$ cat src/rtl/vga_timing_pkg.sv
// Shared VGA 640x480 timing constants, pattern mode encodings and pixel colour type.
// Used by the timing controller and by the pattern generator.
package vga_timing_pkg;

  localparam int H_ACTIVE     = 640;
  localparam int H_TOTAL      = 800;
  localparam int H_SYNC_START = 656;
  localparam int H_SYNC_END   = 752;
  localparam int V_ACTIVE     = 480;
  localparam int V_TOTAL      = 525;
  localparam int V_SYNC_START = 490;
  localparam int V_SYNC_END   = 492;

  localparam int BOX_SIZE = 32;
  localparam int STEP     = 2;

  typedef enum logic [1:0] {
    MODE_BARS  = 2'd0,
    MODE_CHECK = 2'd1,
    MODE_BOX   = 2'd2,
    MODE_SOLID = 2'd3
  } mode_e;

  typedef struct packed {
    logic [2:0] r;
    logic [2:0] g;
    logic [1:0] b;
  } rgb_t;

  localparam rgb_t RGB_BLACK = '{r: 3'd0, g: 3'd0, b: 2'd0};
  localparam rgb_t RGB_WHITE = '{r: 3'd7, g: 3'd7, b: 2'd3};
  localparam rgb_t RGB_BLUE  = '{r: 3'd0, g: 3'd0, b: 2'd3};

  // Expand a 3-bit bar code into a saturated primary/secondary colour.
  function automatic rgb_t bar_rgb(input logic [2:0] c);
    rgb_t px;
    px.r = {3{c[2]}};
    px.g = {3{c[1]}};
    px.b = {2{c[0]}};
    return px;
  endfunction

endpackage

$ cat src/rtl/vga_box_mover.sv
// One axis of the bouncing box: position and direction, stepped once per frame tick.
// Bounces between 0 and LIMIT, clamping to the end stop on the frame it is reached.
module vga_box_mover
  import vga_timing_pkg::*;
#(
  parameter int LIMIT     = H_ACTIVE - BOX_SIZE,
  parameter int RESET_POS = (H_ACTIVE - BOX_SIZE) / 2,
  parameter int STEP_SIZE = STEP
) (
  input  logic       pixel_clk,
  input  logic       reset,
  input  logic       tick,
  output logic [9:0] pos,
  output logic       dir_neg
);

  localparam logic [10:0] LIMIT_W = 11'(LIMIT);
  localparam logic [9:0]  STEP_C  = 10'(STEP_SIZE);

  logic [9:0]  pos_d, pos_q;
  logic        dir_neg_d, dir_neg_q;
  logic [10:0] sum;

  always_comb begin
    pos_d     = pos_q;
    dir_neg_d = dir_neg_q;
    sum       = {1'b0, pos_q} + {1'b0, STEP_C};
    if (tick) begin
      if (!dir_neg_q) begin
        if (sum >= LIMIT_W) begin
          pos_d     = LIMIT_W[9:0];
          dir_neg_d = 1'b1;
        end else begin
          pos_d = sum[9:0];
        end
      end else begin
        if (pos_q <= STEP_C) begin
          pos_d     = '0;
          dir_neg_d = 1'b0;
        end else begin
          pos_d = pos_q - STEP_C;
        end
      end
    end
  end

  always_ff @(posedge pixel_clk) begin
    if (reset) begin
      pos_q     <= 10'(RESET_POS);
      dir_neg_q <= 1'b0;
    end else begin
      pos_q     <= pos_d;
      dir_neg_q <= dir_neg_d;
    end
  end

  assign pos     = pos_q;
  assign dir_neg = dir_neg_q;

endmodule

$ cat src/rtl/vga_pattern_gen.sv
// Pixel-colour stage after the VGA timing controller: four test patterns, registered
// 3-3-2 RGB with sync delayed by the same single stage.
module vga_pattern_gen
  import vga_timing_pkg::*;
(
  input  logic       pixel_clk,
  input  logic       reset,
  input  logic [9:0] hcounter,
  input  logic [9:0] vcounter,
  input  logic       hsync_in,
  input  logic       vsync_in,
  input  logic [1:0] mode,
  input  logic [7:0] solid_rgb,
  output logic [2:0] Red,
  output logic [2:0] Green,
  output logic [1:0] Blue,
  output logic       Hsync,
  output logic       Vsync,
  output logic [7:0] frame_count
);

  logic       frame_tick;
  logic       active;
  logic       in_box;
  logic [2:0] bar_idx;
  logic [9:0] box_x, box_y;
  logic       box_x_neg, box_y_neg;

  mode_e      mode_d, mode_q;
  rgb_t       rgb_d, rgb_q;
  logic       hsync_d, hsync_q;
  logic       vsync_d, vsync_q;
  logic [7:0] frame_count_d, frame_count_q;

  assign frame_tick = (hcounter == 10'(H_TOTAL - 1)) && (vcounter == 10'(V_TOTAL - 1));
  assign active     = (hcounter < 10'(H_ACTIVE)) && (vcounter < 10'(V_ACTIVE));

  vga_box_mover #(
    .LIMIT     (H_ACTIVE - BOX_SIZE),
    .RESET_POS (304),
    .STEP_SIZE (STEP)
  ) u_box_x (
    .pixel_clk (pixel_clk),
    .reset     (reset),
    .tick      (frame_tick),
    .pos       (box_x),
    .dir_neg   (box_x_neg)
  );

  vga_box_mover #(
    .LIMIT     (V_ACTIVE - BOX_SIZE),
    .RESET_POS (224),
    .STEP_SIZE (STEP)
  ) u_box_y (
    .pixel_clk (pixel_clk),
    .reset     (reset),
    .tick      (frame_tick),
    .pos       (box_y),
    .dir_neg   (box_y_neg)
  );

  // 80-pixel bar index without a divider.
  always_comb begin
    if      (hcounter < 10'd80)  bar_idx = 3'd0;
    else if (hcounter < 10'd160) bar_idx = 3'd1;
    else if (hcounter < 10'd240) bar_idx = 3'd2;
    else if (hcounter < 10'd320) bar_idx = 3'd3;
    else if (hcounter < 10'd400) bar_idx = 3'd4;
    else if (hcounter < 10'd480) bar_idx = 3'd5;
    else if (hcounter < 10'd560) bar_idx = 3'd6;
    else                         bar_idx = 3'd7;
  end

  assign in_box = ({1'b0, hcounter} >= {1'b0, box_x}) &&
                  ({1'b0, hcounter} <  ({1'b0, box_x} + 11'(BOX_SIZE))) &&
                  ({1'b0, vcounter} >= {1'b0, box_y}) &&
                  ({1'b0, vcounter} <  ({1'b0, box_y} + 11'(BOX_SIZE)));

  always_comb begin
    mode_d        = frame_tick ? mode_e'(mode) : mode_q;
    frame_count_d = frame_tick ? frame_count_q + 8'd1 : frame_count_q;
    hsync_d       = hsync_in;
    vsync_d       = vsync_in;
    rgb_d         = RGB_BLACK;
    if (active) begin
      case (mode_q)
        MODE_BARS:  rgb_d = bar_rgb(3'd7 - bar_idx);
        MODE_CHECK: rgb_d = (hcounter[5] ^ vcounter[5]) ? RGB_BLACK : RGB_WHITE;
        MODE_BOX:   rgb_d = in_box ? RGB_WHITE : RGB_BLUE;
        MODE_SOLID: rgb_d = rgb_t'(solid_rgb);
        default:    rgb_d = RGB_BLACK;
      endcase
    end
  end

  always_ff @(posedge pixel_clk) begin
    if (reset) begin
      mode_q        <= MODE_BARS;
      rgb_q         <= RGB_BLACK;
      hsync_q       <= 1'b1;
      vsync_q       <= 1'b1;
      frame_count_q <= '0;
    end else begin
      mode_q        <= mode_d;
      rgb_q         <= rgb_d;
      hsync_q       <= hsync_d;
      vsync_q       <= vsync_d;
      frame_count_q <= frame_count_d;
    end
  end

  assign Red         = rgb_q.r;
  assign Green       = rgb_q.g;
  assign Blue        = rgb_q.b;
  assign Hsync       = hsync_q;
  assign Vsync       = vsync_q;
  assign frame_count = frame_count_q;

endmodule

$ cat config.mk
export PLATFORM = sky130hd
export DESIGN_NAME = vga_pattern_gen
export DESIGN_NICKNAME = d
export VERILOG_FILES = /design/src/rtl/vga_timing_pkg.sv /design/src/rtl/vga_box_mover.sv /design/src/rtl/vga_pattern_gen.sv
export SDC_FILE = /design/constraint.sdc
export NUM_CORES = 1
export LEC_CHECK = 0
export CAP_MARGIN = 20
export CORE_UTILIZATION = 33
export DETAILED_ROUTE_END_ITERATION = 8
export PLACE_DENSITY = 0.53
export REMOVE_ABC_BUFFERS = 1
export SLEW_MARGIN = 20
export SYNTH_ARGS = -nofsm -noshare
export SYNTH_HDL_FRONTEND = slang
export SYNTH_HIERARCHICAL = 1
export SYNTH_SLANG_ARGS = --single-unit
$ cat constraint.sdc
create_clock -name pixel_clk -period 3.5 [get_ports pixel_clk]
set_input_delay 0.525 -clock pixel_clk [delete_from_list [all_inputs] [get_ports pixel_clk]]
set_output_delay 0.525 -clock pixel_clk [all_outputs]
set_load 0.1 [all_outputs]
Word-level counts from Yosys, hierarchy flattened --
Cells that the tools add are included.
Operators by class: add/subtract/negate cells 8, $mul 0, divide/modulo/power cells 0, magnitude comparators 17, equality and inequality tests 5, shift operators 0, mux-type cells 22, bitwise logic cells 2, reduce and logical (&&, ||, !) cells 7
Operators by type and width (count):
- $mux 10 | 6
- $lt 10x9->1 const B | 4
- $pmux 8 s4 | 1
- $add 10x2->11 const B | 2
- $add 10x6->11 const B | 2
- $lt 10x11->1 | 2
- $eq 10x10->1 const B | 2
- $ge 10x10->1 | 2
- $le 10x2->1 const B | 2
- $lt 10x10->1 const B | 2
- $lt 10x8->1 const B | 2
- $sub 10x2->10 const B | 2
- $mux 8 | 2
- $mux 3 | 4
- $ge 11x10->1 const B | 1
- $ge 11x9->1 const B | 1
- $lt 10x7->1 const B | 1
- $add 8x1->8 const B | 1
- $mux 1 | 7
- $logic_and 1x1->1 | 5
- $eq 2x2->1 const B | 2
- $mux 2 | 2
- $sub 3x3->3 const A | 1
- $eq 2x1->1 const B | 1
- other kinds (4) | 4
Storage, ports and cells: register bits after elaboration 42, bits in latches 0, RAM bits 0, memory bits (read-only) 0, input bits 34, output and inout port bits 18, logic and storage cells 72, memories 0

Longest topological paths before layout --
Gate-level depths: netlist of the first run.
depth in word-level cells 10, gate-level depth with buffers 9, gate-level depth less buffers 9

Cells and area by module --
The synthesis of the first run kept the hierarchy.
Modules (own cells, without submodules):
- vga_pattern_gen | instances 1, cells each 235, area each 1896.8 µm², seq. area each 400.4 µm²
- vga_box_mover (u_box_x) | instances 1, cells each 148, area each 1081.0 µm², seq. area each 200.2 µm²
- vga_box_mover (u_box_y) | instances 1, cells each 117, area each 897.1 µm², seq. area each 200.2 µm²

Least setup slack after synthesis of the first run --
No wires, ideal clock.
path kind input -> register, from in vcounter[1], to reg u_box_x.pos_q[6], in the netlist u_box_x/pos[6], setup time 0.070 ns, arrival 2.881 ns, required time 3.430 ns, setup slack 0.549 ns, stages on the path 8, buffers on the path 0, cells stage by stage nand4b_1 -> or4_4 -> nor3_1 -> clkinv_1 -> nor3_1 -> a211oi_1 -> a41o_1 -> a21oi_1
On the way: cells in the longest elaborated chain, start to end 2
RTL lines:
- start: declaration | RTL line vga_pattern_gen.sv:9 | input logic [9:0] vcounter,
- $eq 10x10->1 | RTL line vga_pattern_gen.sv:35 | assign frame_tick = (hcounter == 10'(H_TOTAL - 1)) && (vcounter == 10'(V_TOTAL - 1));
- $logic_and 1x1->1 | RTL line vga_pattern_gen.sv:35
- named net frame_tick | RTL line vga_pattern_gen.sv:22 | logic frame_tick;
- end signal: assignment | RTL line vga_box_mover.sv:49 | pos_q <= 10'(RESET_POS);
- end signal: assignment | RTL line vga_box_mover.sv:52 | pos_q <= pos_d;
- end: declaration | RTL line vga_box_mover.sv:20 | logic [9:0] pos_d, pos_q;
The timed path passes the listed nets, and every way through them passes these cells. A chain may end at the register's enable or synchronous reset.

Worst setup path in the final report of the first run --
Same ends and word-level chain as after synthesis.

==> results.py, run 1 <==
metrics = {
    "critical_path": {
        "worst_setup_path_end_kind": "flip-flop",
        "slowest_delay_ps": 540,
        "worstPathArrival_ps": 3060,
        "critPathBufInv": 3,
        "path_delay_family": "simple AND/OR/NAND/NOR gates",
        "crit_required_ps": 3730,
        "r2r-start": "u_box_y/pos[6]",
        "crit_cells": 10,
        "worstSetupStartpoint": "vcounter[1]",
        "crit_fanout": 30,
        "worst-setup-path-type": "in2reg",
        "start_kind": "primary input",
        "reg2regPathDepth": 8,
        "worst_path_max_delay_cell": "or4_4",
        "critical_path.cell_chain": "clkdlybuf4s50_1, nand4b_1, or4_4, nor3_2, buf_12, clkinv_1, nor3_1, a211oi_1, a41o_1, a21oi_1",
    },
    "floorplanning": {
        "rows": 39,
        "core_area_um2": 11400,
        "die_w_um": 110,
        "dieHeight_um": 110,
        "start_util_pct": 33.9,
        "io_pins": 52,
        "die_area_um2": 12200,
    },
    "clock_tree": {
        "clk_pin_slew_ps": 70,
        "cts_root_buffer": "clkbuf_16",
        "ctsHoldBuffers": 0,
        "cts_max_level": 2,
        "tritoncts": "built",
        "cts_setup_buffers": 0,
        "cts_resized": 0,
        "clock_path_buffers": 2,
        "cts.sinks": 40,
        "cts_buffers": 5,
        "clk-insertion-delay-late_ps": 290,
    },
    "worst_hold_path": {
        "holdPathStages": 2,
        "min_path_type": "reg2reg",
        "hold_path_startpoint": "frame_count[7]",
    },
    "synthesis": {
        "async_flop_share_pct": 0,
        "yosysWarnings": 6,
        "synth_top_family_by_area": "simple AND/OR/NAND/NOR gates",
        "ys_seq_area_share_pct": 20.7,
        "ys.flop_type": "dfxtp_1",
        "synth_compound_area_share_pct": 26.1,
        "synth_edf_count": 0,
        "syn_inst": 500,
        "ys_types": 79,
        "synthAdderAreaFrac_pct": 12.9,
        "synth_area_um2": 3870,
        "yosys-mux-area-fraction_pct": 1.03,
        "ys_ff_latch": 40,
        "synthXorXnorAreaFrac_pct": 4.29,
        "syn_area_per_cell_um2": 7.75,
        "synth-simple-area-share_pct": 27.5,
    },
    "timing": {
        "finalSetupViolCount": 0,
        "whs_ps": 520,
        "rsz0062_at_grt": "false",
        "finalClockSkew_ps": 6.22,
        "period_share_pct": 80.9,
        "clock.fmax_mhz": 353,
        "final.min_clock_period_ps": 2830,
        "slew_viol_final": 0,
        "tightest_slew_ps": 980,
        "max_slew_margin_pct": 34.5,
        "hold_violations": 0,
    },
    "final_layout": {
        "final_net_count": 616,
        "nFillCells": 1162,
        "n_antenna_cell": 0,
        "seqCellArea_um2": 801,
        "mostFrequentLayoutCells": "clkdlybuf4s50_1, dfxtp_1, ha_1",
        "final_common_cell": "clkdlybuf4s50_1",
        "multiInputGateArea_um2": 2790,
        "drive_gt1_share_pct": 8.64,
        "area_growth_pct": 20.9,
    },
    "grt": {
        "antenna_found_initial": 0,
        "met1_usage_pct": 25.2,
        "grt_use_total_pct": 19.4,
        "gr-max-usage-layer": "met2",
        "use_met3_pct": 3.17,
        "grt_pass1_vias": 3719,
        "grt-ovfl-total": 0,
        "grt_use_met2_pct": 32.8,
        "grt_max_degree": 38,
        "grt_pass1_wl_mm": 18.5,
    },
    "place": {
        "port-buffer-count": 51,
        "place.gp.congestion": 0.867,
        "hpwlAfterDp_mm": 8.47,
    },
    "detailed_routing": {
        "drt_pass1_iterations": 5,
        "routed_wl_mm": 11.4,
        "drtIter0Drc": 268,
        "drc": 0,
        "via_count": 3911,
        "avgViaCountPerCell": 5.69,
        "ant_nets": 0,
        "post_drt_wl_per_cell_um": 16.5,
    },
    "power": {
        "power_leakage_nw": 1.74,
        "total_power_mw": 1.22,
        "peakVddDrop_mv": 0.220,
        "power_density_nw_per_um2": 260,
    },
    "flow_run": {
        "max-cap-violations": 0,
    },
    "outcome": {
        "status": "finished clean",
    },
}
==> sequential cells by signal (all words and copies together) (netlist names) <==
name             cells
Blue                 2
Green                3
Hsync                1
Red                  3
Vsync                1
frame_count          8
mode_q               2
u_box_x/dir_neg      1
u_box_x/pos          9
u_box_y/dir_neg      1
u_box_y/pos          9
==> tightest hold or removal path, cell delays in order, from the launching register on <==
cell	delay, ps
dfxtp_1	340
xor2_1	80
nor2_1	70
==> path summary, 6_finish.rpt <==
path	endpoint	slack [ps]
min reg2reg	frame_count[7]	520
max reg2reg	Green[1]	860
min	frame_count[7]	520
max	u_box_x/pos[6]	670
==> cells by family (layout without fill, tap and decap cells) <==
logic type / Yosys count / after routing
AND/OR/NAND/NOR: 187 / 187
AO/OA/AOI/OAI: 146 / 146
buffers and inverters: 62 / 106
adder cells (fa/ha/maj): 40 / 40
flip-flops: 40 / 40
XOR/XNOR: 19 / 19
multiplexers: 4 / 4
other: 2 / 2
==> Yosys cell counts (5+ instances only) <==
cell	instances	share of area [%]
nand4b_1	5	1.1
nor3_1	16	2.1
and3_1	8	1.3
or2_2	6	0.97
xor2_1	7	1.6
dfxtp_1	40	21
a211oi_1	9	1.7
nand3_1	24	3.1
a31oi_1	10	1.6
o21ai_0	23	3.0
nand2_1	35	3.4
a21oi_1	35	4.5
xnor2_1	12	2.7
clkbuf_1	11	1.1
inv_1	35	3.4
buf_2	6	0.77
nand4_1	9	1.5
nor2_1	36	3.5
nand2b_1	8	1.3
ha_1	39	13
nor3b_1	5	0.97
o21bai_1	5	0.97
o22ai_1	7	1.1
==> per-stage QoR <==
step | setup WS, ps | utilization (%) | area (um2) | cells | setup TNS [ps]
6_report | 669 | 41.0 | 4680 | 687 | 0
4_1_cts | 677 | 41.0 | 4680 | 687 | 0
3_5_place_dp | 382 | 39.5 | 4510 | 679 | 0
2_1_floorplan | -531 | - | 3720 | 474 | -2430
5_1_grt | 534 | 41.0 | 4680 | 687 | 0
3_3_place_gp | 426 | 39.5 | 4510 | 679 | 0
==> power breakdown <==
part           internal, mW  switching (mW)  leakage (nW)
clock                 0.339           0.206        0.0804
sequential            0.461         0.00943         0.324
combinational        0.0906           0.111          1.34
==> area by class of cell <==
| type | count | share of cell area (%) |
|---|---|---|
| clock buffers | 5 | 2.67 |
| clock inverters | 3 | 0.988 |
| inverters | 36 | 2.88 |
| multi-input cells | 398 | 59.6 |
| flip-flops and latches | 40 | 17.1 |
| well taps | 143 | 3.82 |
| repair buffers | 62 | 12.9 |
==> routing by layer <==
layer	part of all wire [%]	vias up
met5	0	-
met4	1.2	0
met3	5.2	10
met2	47	117
met1	46	1834
li1	-	1950
Power figures use the tool's default switching activity.
==> inputs of run 2 (changes only) <==
--- a/config.mk
+++ b/config.mk
@@ -8,7 +8,7 @@
 export CAP_MARGIN = 20
 export CORE_UTILIZATION = 33
 export DETAILED_ROUTE_END_ITERATION = 8
-export PLACE_DENSITY = 0.53
+export PLACE_DENSITY = 0.55
 export REMOVE_ABC_BUFFERS = 1
 export SLEW_MARGIN = 20
 export SYNTH_ARGS = -nofsm -noshare
==> constraint.sdc (replaced) <==
create_clock -name pixel_clk -period 2.6 [get_ports pixel_clk]
set_input_delay 0.39 -clock pixel_clk [delete_from_list [all_inputs] [get_ports pixel_clk]]
set_output_delay 0.39 -clock pixel_clk [all_outputs]
set_load 0.1 [all_outputs]
==> run 2 against run 1 <==
Worst setup slack got worse by 570 ps. Critical path type unchanged. Largest cell class unchanged. Final cell count rose by 7.0%. Highest routed layer unchanged. Core utilization rose by 2.8 points.
==> results.py, run 2 (synthesis gave the netlist of run 1 again) <==
metrics = {
    "outcome": {
        "status": "finished clean",
    },
    "timing": {
        "hold_violations": 0,
        "finalClockSkew_ps": 8.05,
        "finalSetupViolCount": 0,
        "clock.fmax_mhz": 400,
        "slew_viol_final": 0,
        "max_slew_margin_pct": 61.3,
        "whs_ps": 523,
        "period_share_pct": 96.1,
        "final.min_clock_period_ps": 2500,
        "rsz0062_at_grt": "true",
        "tightest_slew_ps": 576,
    },
    "place": {
        "placed_cell_area_um2": 4820,
        "place.gp.congestion": 0.895,
        "dp.cells": 727,
        "hpwlAfterDp_mm": 9.19,
        "port-buffer-count": 51,
    },
    "critical_path": {
        "reg2reg_to": "Green[2]",
        "path_delay_family": "simple AND/OR/NAND/NOR gates",
        "r2r-start": "u_box_x/pos[7]",
        "crit_fanout": 8,
        "slowest_delay_ps": 520,
        "reg2regPathDepth": 9,
        "worstPathArrival_ps": 2710,
        "worstSetupStartpoint": "vcounter[1]",
        "crit_required_ps": 2810,
        "ff2ff_setup_slack_ps": 280,
        "worst_path_max_delay_cell": "or4_4",
        "endpoint": "u_box_x/pos[6]",
        "critPathBufInv": 3,
        "worst_setup_path_end_kind": "flip-flop",
        "start_kind": "primary input",
        "worst-setup-path-type": "in2reg",
        "crit_cells": 10,
        "critical_path.cell_chain": "clkdlybuf4s50_1, nand4b_1, or4_4, nor3_4, buf_6, clkinvlp_4, nor3_2, a211oi_1, a41o_1, a21oi_1",
    },
    "floorplanning": {
        "core_area_um2": 11400,
        "start_util_pct": 33.9,
        "io_pins": 52,
        "rows": 39,
        "dieHeight_um": 110,
        "die_area_um2": 12200,
        "die_w_um": 110,
    },
    "power": {
        "peakVddDrop_mv": 0.292,
        "power_leakage_nw": 2.02,
        "power_density_nw_per_um2": 330,
        "total_power_mw": 1.65,
    },
    "grt": {
        "grt_pass1_wl_mm": 18.7,
        "grt-ovfl-total": 0,
        "grt_pass1_vias": 3845,
        "grt_max_degree": 38,
        "grt_use_total_pct": 19.8,
        "antenna_found_initial": 0,
    },
    "clock_tree": {
        "cts_setup_buffers": 0,
        "cts_max_level": 2,
        "tritoncts": "built",
        "ctsHoldBuffers": 0,
        "clk-insertion-delay-late_ps": 290,
        "clk_pin_slew_ps": 60,
        "clock_path_buffers": 2,
        "cts_root_buffer": "clkbuf_16",
        "cts.sinks": 40,
        "cts_buffers": 5,
    },
    "final_layout": {
        "seqCellArea_um2": 801,
        "fin_cells": 735,
        "nFillCells": 1181,
        "final_net_count": 664,
        "drive_gt1_share_pct": 19.6,
        "final_cell_area_um2": 5010,
        "multiInputGateArea_um2": 2810,
        "area_growth_pct": 29.3,
        "final_common_cell": "buf_4",
        "mostFrequentLayoutCells": "buf_4, dfxtp_1, ha_1",
        "n_antenna_cell": 0,
    },
    "detailed_routing": {
        "post_drt_wl_per_cell_um": 16.1,
        "avgViaCountPerCell": 5.57,
        "ant_nets": 0,
        "drt_pass1_iterations": 5,
        "drtIter0Drc": 353,
        "via_count": 4092,
        "drc": 0,
        "routed_wl_mm": 11.8,
    },
    "worst_hold_path": {
        "min_path_type": "reg2reg",
    },
    "flow_run": {
        "max-cap-violations": 0,
    },
}
[run 2: cell count changes in the layout (fill, tap and decap cells not counted), sizes merged]
cell           before  now
buf                11   77
clkdlybuf4s50      51   33
clkinvlp            1    2
inv                36   35
[run 2: how the worst min path moves through the flow]
stage | cells after the start | endpoint | slack [ps] | start
final | 2 | frame_count[7] | 520 | frame_count[7]
after global routing | 2 | frame_count[6] | 580 | frame_count[6]
after detailed placement | 2 | frame_count[7] | 520 | frame_count[7]
after CTS | 2 | frame_count[7] | 530 | frame_count[7]
after floorplan | 1 | u_box_x/dir_neg | 460 | reset
after global placement | 2 | frame_count[7] | 500 | frame_count[7]
[run 2: metrics by stage]
step	worst slack [ps]	utilization (%)	setup TNS, ps
3_3_place_gp	-213	42.2	-2890
2_1_floorplan	-1300	-	-16790
6_report	103	43.9	0
3_5_place_dp	-327	42.2	-3890
4_1_cts	18.5	43.7	0
5_1_grt	-4.10	43.9	-4.10
[run 2: worst register-to-register path: cells and delay by family, from the launching register on]
kind,cells,cell delay [ps]
xor+xnor,1,140
buf+inv,1,180
simple gates,4,870
fa+ha+maj,1,260
compound gates,2,200
flops,1,610
[run 2: metal layers]
layer	GRT usage [%]	wire length, um	vias up
met5	0	0	-
met4	6.02	160	0
met3	2.88	680	13
met2	34.0	5530	146
met1	25.4	5430	1883
li1	-	-	2050
[run 2: cell type report]
type                       instances  share of cell area, %
multi-input combinational        398                   56.1
timing repair buffer             110                   18.2
sequential                        40                   16.0
tap                              143                   3.57
inverter                          36                   2.77
clock buffer                       5                   2.50
clock inverter                     3                  0.849
[run 2: timing repair]
action,4_1_cts,5_1_grt
endpoints found under the setup margin,1,7
pin swaps,0,2
resized for setup,2,5
[run 2: where the power goes]
| part | switching (mW) | total, mW | internal (mW) | leakage [nW] |
|---|---|---|---|---|
| Clock | 0.270 | 0.722 | 0.451 | 0.0798 |
| Sequential | 0.00332 | 0.624 | 0.620 | 0.324 |
| Combinational | 0.166 | 0.306 | 0.140 | 1.62 |
| Total | 0.440 | 1.65 | 1.21 | 2.02 |
==> inputs of run 3 (changes only) <==
--- a/config.mk
+++ b/config.mk
@@ -8,6 +8,7 @@
 export CAP_MARGIN = 20
 export CORE_UTILIZATION = 33
 export DETAILED_ROUTE_END_ITERATION = 8
+export GPL_TIMING_DRIVEN = 0
 export PLACE_DENSITY = 0.55
 export REMOVE_ABC_BUFFERS = 1
 export SLEW_MARGIN = 20
==> run 3 against run 2 <==
Flip-flop and latch count is the same. Total power shrank 7.1%. Critical path type unchanged. Sequential share of layout area grew 1.2 points. Clock-buffer cell count is 1 higher. Critical endpoint unchanged. Clock power decreased by 12%. Global-route usage shrank 1.1 points. Design area fell by 5.8%. Highest routed layer unchanged. Sequential power up 1%. Core utilization fell by 2.5 points. Non-clock buffer count shrank 49.
==> results.py, run 3 (synthesis gave the netlist of run 1 again) <==
metrics = {
    "grt": {
        "grt-ovfl-total": 0,
        "antenna_found_initial": 0,
        "grt_use_total_pct": 18.7,
        "grt_pass1_vias": 3693,
        "grt_max_degree": 39,
        "grt_pass1_wl_mm": 17.8,
    },
    "critical_path": {
        "crit_fanout": 14,
        "crit_required_ps": 2810,
        "worst_setup_path_end_kind": "flip-flop",
        "worst_path_max_delay_cell": "or4_4",
        "slowest_delay_ps": 590,
        "start_kind": "primary input",
        "ff2ff_setup_slack_ps": 170,
        "critPathBufInv": 4,
        "critical_path.cell_chain": "clkdlybuf4s50_1, or4_4, nor3_4, buf_6, buf_12, clkinv_4, nor3_1, a211oi_1, a41o_1, a21oi_1",
        "path_delay_family": "simple AND/OR/NAND/NOR gates",
        "worst-setup-path-type": "in2reg",
        "worstPathArrival_ps": 2690,
    },
    "final_layout": {
        "n_antenna_cell": 0,
        "final_cell_area_um2": 4720,
        "final_net_count": 615,
        "nFillCells": 1181,
        "area_growth_pct": 21.8,
        "mostFrequentLayoutCells": "ha_1, clkdlybuf4s50_1",
        "final_common_cell": "ha_1",
        "drive_gt1_share_pct": 11.6,
    },
    "floorplanning": {
        "die_area_um2": 12200,
        "core_area_um2": 11400,
        "rows": 39,
        "io_pins": 52,
        "dieHeight_um": 110,
        "start_util_pct": 33.9,
        "die_w_um": 110,
    },
    "power": {
        "power_leakage_nw": 1.82,
        "peakVddDrop_mv": 0.213,
        "total_power_mw": 1.53,
        "power_density_nw_per_um2": 325,
    },
    "timing": {
        "final.min_clock_period_ps": 2480,
        "hold_violations": 0,
        "finalClockSkew_ps": 6.95,
        "max_slew_margin_pct": 34.5,
        "period_share_pct": 95.4,
        "finalSetupViolCount": 0,
        "rsz0062_at_grt": "false",
        "clock.fmax_mhz": 403,
        "slew_viol_final": 0,
        "tightest_slew_ps": 979,
    },
    "clock_tree": {
        "clk-insertion-delay-late_ps": 290,
        "cts_max_level": 2,
        "clock_path_buffers": 2,
        "cts.sinks": 40,
        "cts_buffers": 5,
        "tritoncts": "built",
        "clk_pin_slew_ps": 60,
        "cts_root_buffer": "clkbuf_16",
        "ctsHoldBuffers": 0,
    },
    "detailed_routing": {
        "drc": 0,
        "via_count": 3958,
        "ant_nets": 0,
        "avgViaCountPerCell": 5.77,
        "drt_pass1_iterations": 4,
        "drtIter0Drc": 323,
        "routed_wl_mm": 11.1,
        "post_drt_wl_per_cell_um": 16.1,
    },
    "worst_hold_path": {
        "min_path_type": "reg2reg",
    },
    "place": {
        "port-buffer-count": 51,
        "hpwlAfterDp_mm": 7.99,
        "place.gp.congestion": 0.891,
        "placed_cell_area_um2": 4430,
    },
    "flow_run": {
        "max-cap-violations": 0,
    },
    "outcome": {
        "status": "finished clean",
    },
}
[run 3: worst min-delay path, stage by stage (launching register included)]
cell	delay, ps
dfxtp_1	340
xor2_1	70
nor2_1	70
[run 3: final timing paths]
check                 startpoint  depth (start not counted)              to
setup / recovery     vcounter[4]                         10  u_box_x/pos[6]
hold / removal    frame_count[7]                          2  frame_count[7]
setup reg to reg  u_box_y/pos[6]                          9        Green[0]
hold reg to reg   frame_count[7]                          2  frame_count[7]
[run 3: layer usage]
metal / track usage, % / share of wire, % / vias up / wire, um
met5: 0 / 0 / - / 0
met1: 24.3 / 46 / 1866 / 5110
met3: 2.94 / 6.0 / 16 / 665
li1: - / - / 1936 / -
met4: 5.64 / 1.4 / 0 / 151
met2: 31.5 / 46 / 140 / 5140
[run 3: cell type report]
type | count | area [um2] | share of cell area [%]
clock buffer | 6 | 139 | 2.94
multi-input combinational | 398 | 2840 | 60.2
tap | 143 | 179 | 3.79
inverter | 36 | 140 | 2.97
clock inverter | 2 | 10.0 | 0.212
sequential | 40 | 811 | 17.2
timing repair buffer | 61 | 599 | 12.7
[run 3: metrics by stage]
stage	instances	hold WS (ps)	utilization [%]	worst slack (ps)	setup TNS, ps
3_3_place_gp	668	497	38.6	-3320	-57740
2_1_floorplan	474	459	-	-1300	-16790
3_5_place_dp	670	516	38.8	-1030	-13460
6_report	686	517	41.3	119	0
4_1_cts	683	533	40.8	23.8	0
5_1_grt	686	554	41.3	7.76	0
[run 3: what timing repair did]
item,4_1_cts,5_1_grt
resized for setup,23,14
pin swaps,4,3
endpoints found under the setup margin,25,10
buffers inserted,5,3
[run 3: report_power, final]
group	switching (mW)	total (mW)	internal [mW]
registers	0.0123	0.633	0.621
clock network	0.258	0.637	0.379
logic	0.151	0.264	0.113
total	0.421	1.53	1.11
